==> src/rtl/axi_burst_master.sv <==
// Single-outstanding AXI4 burst master: a command starts one INCR write or read burst,
// data moves through simple valid/ready streams, and a done handshake reports status.
module axi_burst_master #(
    parameter int C_M_AXI_ID_WIDTH   = 2,
    parameter int C_M_AXI_DATA_WIDTH = 32,
    parameter int C_M_AXI_ADDR_WIDTH = 6
) (
    input  logic                            M_AXI_ACLK,
    input  logic                            M_AXI_ARESETN,

    input  logic                            cmd_valid,
    output logic                            cmd_ready,
    input  logic                            cmd_write,
    input  logic [C_M_AXI_ADDR_WIDTH-1:0]   cmd_addr,
    input  logic [7:0]                      cmd_len,
    input  logic [C_M_AXI_ID_WIDTH-1:0]     cmd_id,

    input  logic [C_M_AXI_DATA_WIDTH-1:0]   wr_data,
    input  logic                            wr_valid,
    output logic                            wr_ready,

    output logic [C_M_AXI_DATA_WIDTH-1:0]   rd_data,
    output logic                            rd_last,
    output logic                            rd_valid,
    input  logic                            rd_ready,

    output logic                            done_valid,
    input  logic                            done_ready,
    output logic [1:0]                      done_resp,
    output logic                            done_write,

    output logic [C_M_AXI_ID_WIDTH-1:0]     M_AXI_AWID,
    output logic [C_M_AXI_ADDR_WIDTH-1:0]   M_AXI_AWADDR,
    output logic [7:0]                      M_AXI_AWLEN,
    output logic [2:0]                      M_AXI_AWSIZE,
    output logic [1:0]                      M_AXI_AWBURST,
    output logic                            M_AXI_AWVALID,
    input  logic                            M_AXI_AWREADY,

    output logic [C_M_AXI_DATA_WIDTH-1:0]   M_AXI_WDATA,
    output logic [C_M_AXI_DATA_WIDTH/8-1:0] M_AXI_WSTRB,
    output logic                            M_AXI_WLAST,
    output logic                            M_AXI_WVALID,
    input  logic                            M_AXI_WREADY,

    input  logic [C_M_AXI_ID_WIDTH-1:0]     M_AXI_BID,
    input  logic [1:0]                      M_AXI_BRESP,
    input  logic                            M_AXI_BVALID,
    output logic                            M_AXI_BREADY,

    output logic [C_M_AXI_ID_WIDTH-1:0]     M_AXI_ARID,
    output logic [C_M_AXI_ADDR_WIDTH-1:0]   M_AXI_ARADDR,
    output logic [7:0]                      M_AXI_ARLEN,
    output logic [2:0]                      M_AXI_ARSIZE,
    output logic [1:0]                      M_AXI_ARBURST,
    output logic                            M_AXI_ARVALID,
    input  logic                            M_AXI_ARREADY,

    input  logic [C_M_AXI_ID_WIDTH-1:0]     M_AXI_RID,
    input  logic [C_M_AXI_DATA_WIDTH-1:0]   M_AXI_RDATA,
    input  logic [1:0]                      M_AXI_RRESP,
    input  logic                            M_AXI_RLAST,
    input  logic                            M_AXI_RVALID,
    output logic                            M_AXI_RREADY
);

    localparam int AW        = C_M_AXI_ADDR_WIDTH;
    localparam int SIZE_LOG2 = $clog2(C_M_AXI_DATA_WIDTH / 8);
    localparam logic [AW-1:0] ALIGN_MASK = {AW{1'b1}} << SIZE_LOG2;
    localparam logic [1:0] RESP_SLVERR = 2'b10;

    typedef enum logic [2:0] {
        S_IDLE,
        S_WADDR,
        S_WDATA,
        S_WRESP,
        S_RADDR,
        S_RDATA,
        S_DONE
    } state_t;

    state_t                         state_q, state_d;
    logic [AW-1:0]                  addr_q, addr_d;
    logic [7:0]                     len_q, len_d;
    logic [C_M_AXI_ID_WIDTH-1:0]    id_q, id_d;
    logic                           write_q, write_d;
    logic [7:0]                     beat_q, beat_d;
    logic [1:0]                     resp_q, resp_d;
    logic                           live_q;
    logic                           last_beat;

    assign last_beat = (beat_q == len_q);

    // Address/ID payload comes straight from the latched command, so it is stable while VALID waits.
    assign M_AXI_AWID    = id_q;
    assign M_AXI_AWADDR  = addr_q & ALIGN_MASK;
    assign M_AXI_AWLEN   = len_q;
    assign M_AXI_AWSIZE  = 3'(SIZE_LOG2);
    assign M_AXI_AWBURST = 2'b01;
    assign M_AXI_ARID    = id_q;
    assign M_AXI_ARADDR  = addr_q & ALIGN_MASK;
    assign M_AXI_ARLEN   = len_q;
    assign M_AXI_ARSIZE  = 3'(SIZE_LOG2);
    assign M_AXI_ARBURST = 2'b01;
    assign M_AXI_WDATA   = wr_data;
    assign M_AXI_WSTRB   = '1;
    assign rd_data       = M_AXI_RDATA;
    assign done_resp     = resp_q;
    assign done_write    = write_q;

    always_ff @(posedge M_AXI_ACLK or negedge M_AXI_ARESETN) begin
        if (!M_AXI_ARESETN) begin
            state_q <= S_IDLE;
            addr_q  <= '0;
            len_q   <= '0;
            id_q    <= '0;
            write_q <= 1'b0;
            beat_q  <= '0;
            resp_q  <= '0;
            live_q  <= 1'b0;
        end else begin
            state_q <= state_d;
            addr_q  <= addr_d;
            len_q   <= len_d;
            id_q    <= id_d;
            write_q <= write_d;
            beat_q  <= beat_d;
            resp_q  <= resp_d;
            live_q  <= 1'b1;
        end
    end

    always_comb begin
        state_d       = state_q;
        addr_d        = addr_q;
        len_d         = len_q;
        id_d          = id_q;
        write_d       = write_q;
        beat_d        = beat_q;
        resp_d        = resp_q;
        cmd_ready     = 1'b0;
        wr_ready      = 1'b0;
        rd_valid      = 1'b0;
        rd_last       = 1'b0;
        done_valid    = 1'b0;
        M_AXI_AWVALID = 1'b0;
        M_AXI_WVALID  = 1'b0;
        M_AXI_WLAST   = 1'b0;
        M_AXI_BREADY  = 1'b0;
        M_AXI_ARVALID = 1'b0;
        M_AXI_RREADY  = 1'b0;

        case (state_q)
            S_IDLE: begin
                // live_q holds cmd_ready low until the first edge after reset release
                cmd_ready = live_q;
                if (cmd_valid && live_q) begin
                    addr_d  = cmd_addr;
                    len_d   = cmd_len;
                    id_d    = cmd_id;
                    write_d = cmd_write;
                    beat_d  = '0;
                    resp_d  = '0;
                    state_d = cmd_write ? S_WADDR : S_RADDR;
                end
            end
            S_WADDR: begin
                M_AXI_AWVALID = 1'b1;
                if (M_AXI_AWREADY) state_d = S_WDATA;
            end
            S_WDATA: begin
                M_AXI_WVALID = wr_valid;
                wr_ready     = M_AXI_WREADY;
                M_AXI_WLAST  = last_beat;
                if (wr_valid && M_AXI_WREADY) begin
                    beat_d = beat_q + 8'd1;
                    if (last_beat) state_d = S_WRESP;
                end
            end
            S_WRESP: begin
                M_AXI_BREADY = 1'b1;
                if (M_AXI_BVALID) begin
                    resp_d  = (M_AXI_BID != id_q) ? RESP_SLVERR : M_AXI_BRESP;
                    state_d = S_DONE;
                end
            end
            S_RADDR: begin
                M_AXI_ARVALID = 1'b1;
                if (M_AXI_ARREADY) state_d = S_RDATA;
            end
            S_RDATA: begin
                rd_valid     = M_AXI_RVALID;
                M_AXI_RREADY = rd_ready;
                rd_last      = M_AXI_RLAST;
                if (M_AXI_RVALID && rd_ready) begin
                    beat_d = beat_q + 8'd1;
                    resp_d = (M_AXI_RRESP > resp_q) ? M_AXI_RRESP : resp_q;
                    // RLAST early, late or missing on the final beat, or a foreign ID, marks the burst bad
                    if ((M_AXI_RID != id_q) || (M_AXI_RLAST != last_beat)) resp_d = RESP_SLVERR;
                    if (M_AXI_RLAST) state_d = S_DONE;
                end
            end
            S_DONE: begin
                done_valid = 1'b1;
                if (done_ready) state_d = S_IDLE;
            end
            default: state_d = S_IDLE;
        endcase
    end

endmodule

==> config.mk <==
export PLATFORM = sky130hd
export DESIGN_NAME = axi_burst_master
export DESIGN_NICKNAME = d
export VERILOG_FILES = /design/src/rtl/axi_burst_master.sv
export SDC_FILE = /design/constraint.sdc
export NUM_CORES = 1
export LEC_CHECK = 0
export BUFFER_PORTS_ARGS = -buffer_cell sky130_fd_sc_hd__buf_2
export CAP_MARGIN = 20
export CORE_UTILIZATION = 34
export DETAILED_ROUTE_END_ITERATION = 8
export GPL_ROUTABILITY_DRIVEN = 0
export HOLD_SLACK_MARGIN = 0.1
export PLACE_DENSITY_LB_ADDON = 0.1
export REMOVE_ABC_BUFFERS = 1
export SLEW_MARGIN = 20
export SYNTH_ARGS = -nofsm -noshare
export SYNTH_HDL_FRONTEND = slang
export SYNTH_SLANG_ARGS = --single-unit
==> constraint.sdc <==
create_clock -name M_AXI_ACLK -period 1.58 [get_ports M_AXI_ACLK]
set_input_delay 0.079 -clock M_AXI_ACLK [delete_from_list [all_inputs] [get_ports M_AXI_ACLK]]
set_output_delay 0.079 -clock M_AXI_ACLK [all_outputs]
set_load 0.05 [all_outputs]
==> results of run 1 <==
## final cells by class
| cell class | instances | share of cell area (%) |
|---|---|---|
| inverters | 6 | 0.686 |
| well taps | 96 | 3.66 |
| clock inverters | 3 | 1.98 |
| multi-input cells | 144 | 36.2 |
| flip-flops and latches | 29 | 22.2 |
| clock buffers | 5 | 2.10 |
| repair buffers | 144 | 33.2 |
## sequential cells by signal, summed over array words and instances (netlist names)
register / flops
M_AXI_ARID: 2
M_AXI_ARLEN: 8
addr_q: 4
beat_q: 8
done_resp: 2
done_write: 1
live_q: 1
state_q: 3
## worst max-delay path, delay by kind of cell, from the launching register on
family	cells	cell delay, ns
buffers and inverters	1	0.14
muxes	1	0.08
xor gates and xnor gates	2	0.36
AOI/OAI and AO/OA	1	0.14
DFF	1	0.40
and+or+nand+nor	2	0.51
## cell usage after synthesis (all sizes together)
cell type  instances  area [sq um]
a31o               1          8.76
clkbuf             2          7.51
or2                2          12.5
o311ai             1          8.76
xor2              11          96.3
o41ai              1          8.76
and2               5          31.3
a2bb2oi            2          17.5
a22o               1          8.76
mux2              16           180
a311oi             1          8.76
xnor2              5          43.8
nand3              3          15.0
inv                6          22.5
o31ai              3          22.5
nor2b              4          25.0
dfrtp             29           726
nor4b              1          8.76
nor2              10          37.5
nand2b             1          13.8
nand2             14          52.6
ha                 3          37.5
and3               7          43.8
o21ai             10          50.0
conb               2          7.51
o22ai              1          6.26
a211oi             1          12.5
buf              101           754
nor4               3          40.0
mux2i              3          30.0
a31oi              6          37.5
nor3               5          30.0
a21oi              4          20.0
## placed cells by master, fill, tap and decap left out, types with 4 or more instances in the layout
cell / count
buf_2: 66
nor2_1: 7
a31oi_1: 6
o21ai_0: 4
conb_1: 19
buf_6: 16
nand2_1: 12
clkbuf_8: 5
and2_1: 4
mux2_4: 15
and3_1: 5
dfrtp_1: 27
buf_4: 41
o21ai_1: 4
dlygate4sd3_1: 16
inv_1: 5
xor2_1: 10
## repair_timing
action | CTS | global route
endpoints found under the hold margin | 44 | 0
buffers inserted | 9 | 3
gates cloned | 2 | 0
pin swaps | 5 | 10
setup endpoints to repair | 32 | 36
hold buffers | 16 | 0
resized for setup | 46 | 43
## path summary, 6_finish.rpt
path	from	endpoint	slack, ns	depth (start not counted)
worst max-delay path	M_AXI_ARLEN[7]	done_resp[0]	-0.17	7
worst min-delay path	M_AXI_RRESP[0]	done_resp[0]	0.11	3
worst max register to register	M_AXI_ARLEN[7]	done_resp[0]	-0.17	7
worst min register to register	done_write	done_write	0.52	1
max in group asynchronous	M_AXI_ARESETN	state_q[2]	0.70	2
min in group asynchronous	M_AXI_ARESETN	M_AXI_ARLEN[0]	0.38	2
## cell families after synthesis
group                      share of synthesized area [%]
AOI/OAI and AO/OA                                   8.66
adders and majority gates                           1.55
xor gates and xnor gates                            5.78
DFF                                                 29.9
buffers and inverters                               32.3
other                                              0.310
and+or+nand+nor                                     12.8
muxes                                               8.66
## stage by stage
step	instances	hold WS (ns)	cell area [sq um]	util, %	setup WS (ns)
final	427	0.112	3280	48.0	-0.167
after global routing	427	0.132	3280	48.0	-0.269
after CTS	424	0.112	3100	45.4	-0.155
after detailed placement	389	0.159	2530	37.0	-0.175
after global placement	389	0.159	2530	37.0	-0.110
after floorplan	179	-0.217	1730	-	-0.759
## metal layers
metal / global-route usage (%) / up-vias
li1: - / 898
met3: 33.8 / 26
met2: 53.4 / 207
met1: 22.1 / 907
met4: 15.9 / 0
met5: 1.40 / -
## where the power goes
part | leakage (nW) | internal, mW | switching (mW)
logic | 1.21 | 1.85 | 3.06
clock network | 0.0681 | 0.626 | 0.317
registers | 0.361 | 1.06 | 0.277
total | 1.64 | 3.53 | 3.65
==> flow_metrics.py, run 1 <==
metrics = {
    "clocking": {
        "cts_buffer_depth": 2,
        "cts_tree": "yes",
        "clk_pin_slew_ns": 0.07,
        "numClockSinks": 29,
        "clk_latency_ns": 0.29,
        "cts_buffers": 5,
        "ctsHtreeMaxLevel": 2,
        "clock-root-buffer": "clkbuf_8",
    },
    "detailed_routing": {
        "drt-met1-wl_um": 2740,
        "dr.pass1.iters": 4,
        "drt_iter0_drc": 132,
        "wl_met2_um": 5790,
        "wl_met3_um": 2780,
        "drt_wl_total_um": 12000,
        "wire_per_inst_um": 28.1,
        "antenna_left": 0,
        "drt_drc_violations_left": 0,
        "avgViaCountPerCell": 4.77,
        "maxUsedRoutingLayer": "met4",
        "vias": 2038,
    },
    "timing": {
        "fin_setup_tns_ns": -1.13,
        "hold_violations": 0,
        "skew_ns": 0.00683,
        "fmax_ghz": 0.572,
        "tightest_slew_ns": 0.710,
        "layout_setup_ws_ns": -0.167,
        "finalMaxSlewViolations": 0,
        "maxSlewHeadroom_pct": 52.7,
        "period_share_pct": 111,
        "min_period_ns": 1.75,
        "grt_setup_unrepaired": "true",
        "setup_violations": 16,
    },
    "cells_and_area": {
        "multi_input_area_sq_um": 1190,
        "nFillCells": 657,
        "area_growth_syn_to_layout_pct": 35.2,
        "drive_gt1_share_pct": 56.2,
        "diodes": 0,
        "regArea_sq_um": 728,
        "fin_nets": 434,
    },
    "yosys": {
        "syn_area_sq_um": 2430,
        "synth.yosys.seq_area_share_pct": 29.9,
        "synth.avg_cell_area_sq_um": 9.16,
        "ys_types": 40,
        "yosysWarnings": 0,
        "ys_seq_elements": 29,
        "synth_cells": 265,
    },
    "setup_path": {
        "end_kind": "flop",
        "slowest_stage": "dfrtp_1",
        "critPathKind": "reg -> reg",
        "max_stage_delay_ns": 0.40,
        "critPathMaxFanout": 2,
        "required_ns": 1.75,
        "cp_cell_sequence": "xor2_1 -> nor4_2 -> nand2_1 -> xor2_2 -> buf_4 -> a31oi_1 -> mux2i_1",
        "crit_path_start_kind": "flop",
        "cp.arrival_ns": 1.92,
    },
    "global_routing": {
        "antenna_found_initial": 0,
        "grt_pass1_vias": 1902,
        "track_usage_pct": 32.0,
        "grt-ovfl-total": 0,
        "grt_max_degree": 30,
        "grt_pass1_wl_um": 15400,
    },
    "power": {
        "ir_worst_vdd_v": 0.00155,
        "p_leak_nw": 1.64,
        "p_per_area_nw_per_um2": 2190,
        "power_mw": 7.19,
    },
    "placement": {
        "hpwl_um": 9870,
        "io_buffers": 76,
    },
    "floorplanning": {
        "die_h_um": 86.5,
        "dieArea_sq_um": 7480,
        "die-width_um": 86.5,
        "start_util_pct": 35.5,
        "core-area_sq_um": 6830,
        "rows": 30,
        "io_pins": 225,
    },
    "run_status": {
        "violations": "setup timing",
        "status": "finished with violations",
    },
    "worst_hold_path": {
        "hold_class": "in -> reg",
    },
    "job": {
        "maxCapViolations": 0,
    },
}
No activity file was read; power rests on OpenSTA's default activity.
==> run 2: changes to the inputs <==
PLACE_DENSITY = 0.79   (was not set)
PLACE_DENSITY_LB_ADDON = not set   (was 0.1)
==> run 2 against run 1 <==
  * The run still ends with setup timing left
  * Largest cell class unchanged
  * Critical endpoint is now beat_q[1]
  * Register-to-register slack got worse by 0.07 ns
  * Global-route usage up 0.24 points
  * Largest power group unchanged
  * Wire length is 6.8% higher
  * Sequential cell count did not move
  * Highest routed layer is now met5
  * Die area unchanged
==> flow_metrics.py, run 2 (synthesis results as in run 1) <==
metrics = {
    "clocking": {
        "numClockSinks": 29,
        "clk_latency_ns": 0.29,
        "clock-root-buffer": "clkbuf_8",
        "cts_tree": "yes",
        "cts_buffers": 5,
        "ctsHtreeMaxLevel": 2,
        "clk_pin_slew_ns": 0.07,
        "cts_buffer_depth": 2,
    },
    "cells_and_area": {
        "final_cell_mix": "buf_2 (67), buf_4 (38), dfrtp_1 (27), buf_6 (23), conb_1 (19)",
        "area_growth_syn_to_layout_pct": 37.0,
        "fin_nets": 439,
        "multi_input_area_sq_um": 1200,
        "drive_gt1_share_pct": 56.8,
        "nFillCells": 591,
        "final_common_cell": "buf_2",
        "regArea_sq_um": 728,
        "final_util_pct": 48.7,
        "diodes": 0,
    },
    "timing": {
        "fmax_ghz": 0.551,
        "period_share_pct": 115,
        "finalMaxSlewViolations": 0,
        "setup_violations": 28,
        "tightest_slew_ns": 0.710,
        "grt_setup_unrepaired": "true",
        "layout_setup_ws_ns": -0.234,
        "skew_ns": 0.00819,
        "fin_setup_tns_ns": -1.95,
        "min_period_ns": 1.81,
        "hold_violations": 0,
        "maxSlewHeadroom_pct": 52.7,
    },
    "detailed_routing": {
        "drt_drc_violations_left": 0,
        "drt_wl_total_um": 12800,
        "avgViaCountPerCell": 5.11,
        "vias": 2207,
        "wire_per_inst_um": 29.6,
        "drt_iter0_drc": 230,
        "antenna_left": 0,
        "dr.pass1.iters": 4,
    },
    "setup_path": {
        "critPathKind": "reg -> reg",
        "cp.arrival_ns": 1.97,
        "slowest_stage": "dfrtp_2",
        "critPathMaxFanout": 6,
        "r2r_setup_slack_ns": -0.23,
        "cp_cell_sequence": "buf_6 -> buf_6 -> nor2_1 -> a21oi_4 -> buf_6 -> buf_4 -> o21ai_0",
        "required_ns": 1.73,
        "crit_path_start_kind": "flop",
        "end_kind": "flop",
        "path_buf_inv": 4,
        "crit_top_cell": "buf_6",
        "crit_family": "buffers and inverters",
        "max_stage_delay_ns": 0.44,
    },
    "run_status": {
        "status": "finished with violations",
        "violations": "setup timing",
    },
    "floorplanning": {
        "io_pins": 225,
        "dieArea_sq_um": 7480,
        "die-width_um": 86.5,
        "rows": 30,
        "core-area_sq_um": 6830,
        "start_util_pct": 35.5,
        "die_h_um": 86.5,
    },
    "job": {
        "maxCapViolations": 0,
    },
    "placement": {
        "hpwl_um": 10100,
        "pre_cts_ws_ns": -0.191,
        "io_buffers": 76,
    },
    "global_routing": {
        "grt_pass1_wl_um": 15900,
        "grt-ovfl-total": 0,
        "track_usage_pct": 32.2,
        "antenna_found_initial": 0,
        "grt_pass1_vias": 2108,
        "grt_max_degree": 30,
    },
    "worst_hold_path": {
        "hold_class": "in -> reg",
    },
    "power": {
        "p_per_area_nw_per_um2": 2220,
        "ir_worst_vdd_v": 0.00101,
        "p_leak_nw": 1.67,
        "power_mw": 7.37,
    },
}
## run 2: metal layers
layer  wire (um)  up-vias  GRT usage, %  part of all wire, %
met2        6230      233          56.1                   49
met3        2990       50          35.8                   23
met1        2760     1012          18.7                   22
met4         787        2          16.5                  6.1
met5          26        -          6.99                 0.20
li1            -      910             -                    -
## run 2: where the power goes
| part | leakage (nW) | internal, mW | switching [mW] |
|---|---|---|---|
| sequential | 0.361 | 1.06 | 0.297 |
| combinational | 1.25 | 1.98 | 3.22 |
| clock | 0.0585 | 0.514 | 0.306 |
| total | 1.67 | 3.55 | 3.82 |
## run 2: cell type report
type	instances	share of cell area, %
timing repair buffer	149	34.3
clock buffer	7	2.60
inverter	6	0.677
clock inverter	1	0.903
tap	96	3.61
multi-input combinational	144	36.0
sequential	29	21.9
## run 2: worst paths after layout
| check | startpoint | to | depth (start not counted) |
|---|---|---|---|
| max | state_q[2] | beat_q[1] | 7 |
| min | M_AXI_RRESP[0] | done_resp[0] | 3 |
| max reg2reg | state_q[2] | beat_q[1] | 7 |
| min reg2reg | addr_q[3] | addr_q[3] | 1 |
| max in group asynchronous | M_AXI_ARESETN | state_q[2] | 2 |
| min in group asynchronous | M_AXI_ARESETN | M_AXI_ARLEN[5] | 2 |
## run 2: worst reg2reg max path: stages, from the launching register on
cell and delay (ns):
dfrtp_2 0.44, buf_6 0.13, buf_6 0.11, nor2_1 0.22, a21oi_4 0.15, buf_6 0.14, buf_4 0.13, o21ai_0 0.35
## run 2: stage by stage
stage               area (sq um)  cells  hold slack, ns
finish                      3320    432           0.113
global route                3320    432           0.133
CTS                         2900    415           0.109
detailed placement          2500    386           0.159
global placement            2500    386           0.151
floorplan                   1730    179          -0.217
## run 2: what timing repair did
action	4_1_cts	5_1_grt
resized for setup	23	71
hold endpoints to repair	44	0
setup buffers	5	15
pin swaps	4	13
setup endpoints to repair	36	36
cloned	0	3
hold buffers	16	0
==> run 3: changes to the inputs <==
ABC_AREA = 0   (was not set)
REMOVE_ABC_BUFFERS = not set   (was 1)
TNS_END_PERCENT = 50   (was not set)
==> run 3 against run 2 <==
  * The flow still finishes with violations (setup timing)
  * Combinational power is 3% lower
  * Sequential cell count stayed put
  * Final cell count is 1.2% lower
  * Critical path depth stayed put
  * Maximum frequency is 4.3% lower
  * Count of clock-buffer cells in the layout stayed put
  * Critical endpoint is now state_q[0]
  * Largest cell class unchanged
  * Largest power group unchanged
  * Highest routed layer is now met4
==> flow_metrics.py, run 3 (synthesis results as in run 1) <==
metrics = {
    "run_status": {
        "status": "finished with violations",
        "violations": "setup timing",
    },
    "cells_and_area": {
        "fin_nets": 434,
        "diodes": 0,
        "nFillCells": 616,
        "drive_gt1_share_pct": 58.6,
        "stdcell_area_sq_um": 3300,
        "area_growth_syn_to_layout_pct": 35.9,
        "final_common_cell": "buf_2",
        "final_cell_mix": "buf_2 (68), buf_4 (35), dfrtp_1 (20), conb_1 (19)",
    },
    "detailed_routing": {
        "avgViaCountPerCell": 4.73,
        "drt_iter0_drc": 68,
        "drt_wl_total_um": 6680,
        "dr.pass1.iters": 4,
        "drt_drc_violations_left": 0,
        "vias": 2020,
        "wire_per_inst_um": 15.6,
        "antenna_left": 0,
    },
    "clocking": {
        "cts_buffers": 5,
        "clk_latency_ns": 0.29,
        "numClockSinks": 29,
        "clock-root-buffer": "clkbuf_8",
        "clk_pin_slew_ns": 0.07,
        "cts_tree": "yes",
        "ctsHtreeMaxLevel": 2,
        "cts_buffer_depth": 2,
    },
    "placement": {
        "io_buffers": 76,
        "hpwl_um": 3810,
        "place_area_sq_um": 2510,
    },
    "power": {
        "comb_power_share_pct": 69.9,
        "power_mw": 7.20,
        "p_per_area_nw_per_um2": 2180,
        "ir_worst_vdd_v": 0.00128,
        "netSwitchingPower_mw": 3.73,
        "p_seq_share_pct": 18.6,
        "p_sw_share_pct": 51.7,
        "p_leak_nw": 1.63,
        "clockPowerShare_pct": 11.4,
        "power.internal_mw": 3.48,
    },
    "global_routing": {
        "grt_pass1_vias": 1928,
        "grt_max_degree": 30,
        "track_usage_pct": 16.3,
        "antenna_found_initial": 0,
        "grt-ovfl-total": 0,
        "grt_pass1_wl_um": 9320,
    },
    "setup_path": {
        "cp.arrival_ns": 2.11,
        "r2r_setup_slack_ns": -0.32,
        "end_kind": "flop",
        "timing.rr.end": "state_q[0]",
        "required_ns": 1.79,
        "critPathMaxFanout": 2,
        "crit_path_start_kind": "flop",
        "critPathKind": "reg -> reg",
        "rr_worst_depth": 7,
        "worstReg2RegStart": "beat_q[3]",
    },
    "timing": {
        "period_share_pct": 120,
        "min_period_ns": 1.90,
        "finalMaxSlewViolations": 0,
        "grt_setup_unrepaired": "true",
        "timing.hold.ws_ns": 0.113,
        "hold_violations": 0,
        "layout_setup_ws_ns": -0.316,
        "skew_ns": 0.00906,
        "maxSlewHeadroom_pct": 55.5,
        "setup_violations": 25,
        "fmax_ghz": 0.527,
        "tightest_slew_ns": 0.667,
    },
    "floorplanning": {
        "start_util_pct": 35.5,
        "io_pins": 225,
        "core-area_sq_um": 6830,
        "die_h_um": 86.5,
        "dieArea_sq_um": 7480,
        "die-width_um": 86.5,
        "rows": 30,
    },
    "worst_hold_path": {
        "holdPathEnd": "done_resp[0]",
        "whs_path_depth": 3,
        "hold_start": "M_AXI_RRESP[0]",
        "hold_class": "in -> reg",
    },
    "job": {
        "maxCapViolations": 0,
    },
}
run 3: what timing repair did:
| action | in CTS | in global routing |
|---|---|---|
| setup endpoints to repair | 31 | 32 |
| hold buffers | 16 | 0 |
| resized for setup | 40 | 46 |
| setup buffers | 7 | 10 |
| endpoints found under the hold margin | 44 | 0 |
| pin swaps | 5 | 15 |
| cloned | 2 | 1 |
run 3: final cells by class:
type | count | area [sq um] | area share (%)
clock inverters | 1 | 30.0 | 0.910
inverters | 6 | 22.5 | 0.683
multi-input cells | 144 | 1180 | 35.9
flip-flops and latches | 29 | 737 | 22.3
repair buffers | 144 | 1120 | 33.9
well taps | 96 | 120 | 3.64
clock buffers | 7 | 86.3 | 2.62
run 3: routing by layer:
metal	up-vias	routed length (um)	GRT usage (%)
met5	-	0	0
met4	0	255	11.1
met3	34	472	4.00
met2	118	3440	27.0
met1	968	2510	18.5
li1	900	-	-
run 3: power groups by stage:
| stage | Sequential (mW) | Combinational [mW] | Clock, mW |
|---|---|---|---|
| after floorplan | 2.13 | 2.84 | 0 |
| after global placement | 1.33 | 4.04 | 0 |
| after detailed placement | 1.35 | 4.09 | 0 |
| after CTS | 1.32 | 4.48 | 0.828 |
| after global routing | 1.38 | 5.28 | 0.868 |
| final | 1.34 | 5.04 | 0.824 |
run 3: how the worst max path moves through the flow:
stage / end / start / cells after the start / slack, ns
after global placement: done_resp[0] / beat_q[3] / 6 / -0.15
after floorplan: cmd_ready / state_q[1] / 3 / -0.19
after CTS: done_resp[0] / beat_q[0] / 6 / -0.19
after detailed placement: done_resp[0] / beat_q[1] / 6 / -0.26
after global routing: state_q[0] / M_AXI_ARLEN[3] / 7 / -0.37
final: state_q[0] / beat_q[3] / 7 / -0.32
run 3: stage by stage:
step	std cells	setup TNS [ns]	util, %	setup slack (ns)
after floorplan	282	-1.04	-	-0.191
after global placement	383	-1.27	36.8	-0.155
after detailed placement	383	-2.19	36.8	-0.256
after CTS	416	-0.934	44.4	-0.187
after global routing	427	-3.29	48.3	-0.373
final	427	-2.00	48.3	-0.316
run 3: critical path, cell delays in order, from the launching register on:
cell and delay [ns]:
dfrtp_1 0.40, xor2_1 0.17, nor4_2 0.42, nand2_2 0.15
buf_4 0.16, o31ai_2 0.20, o311ai_1 0.14, o21ai_1 0.17
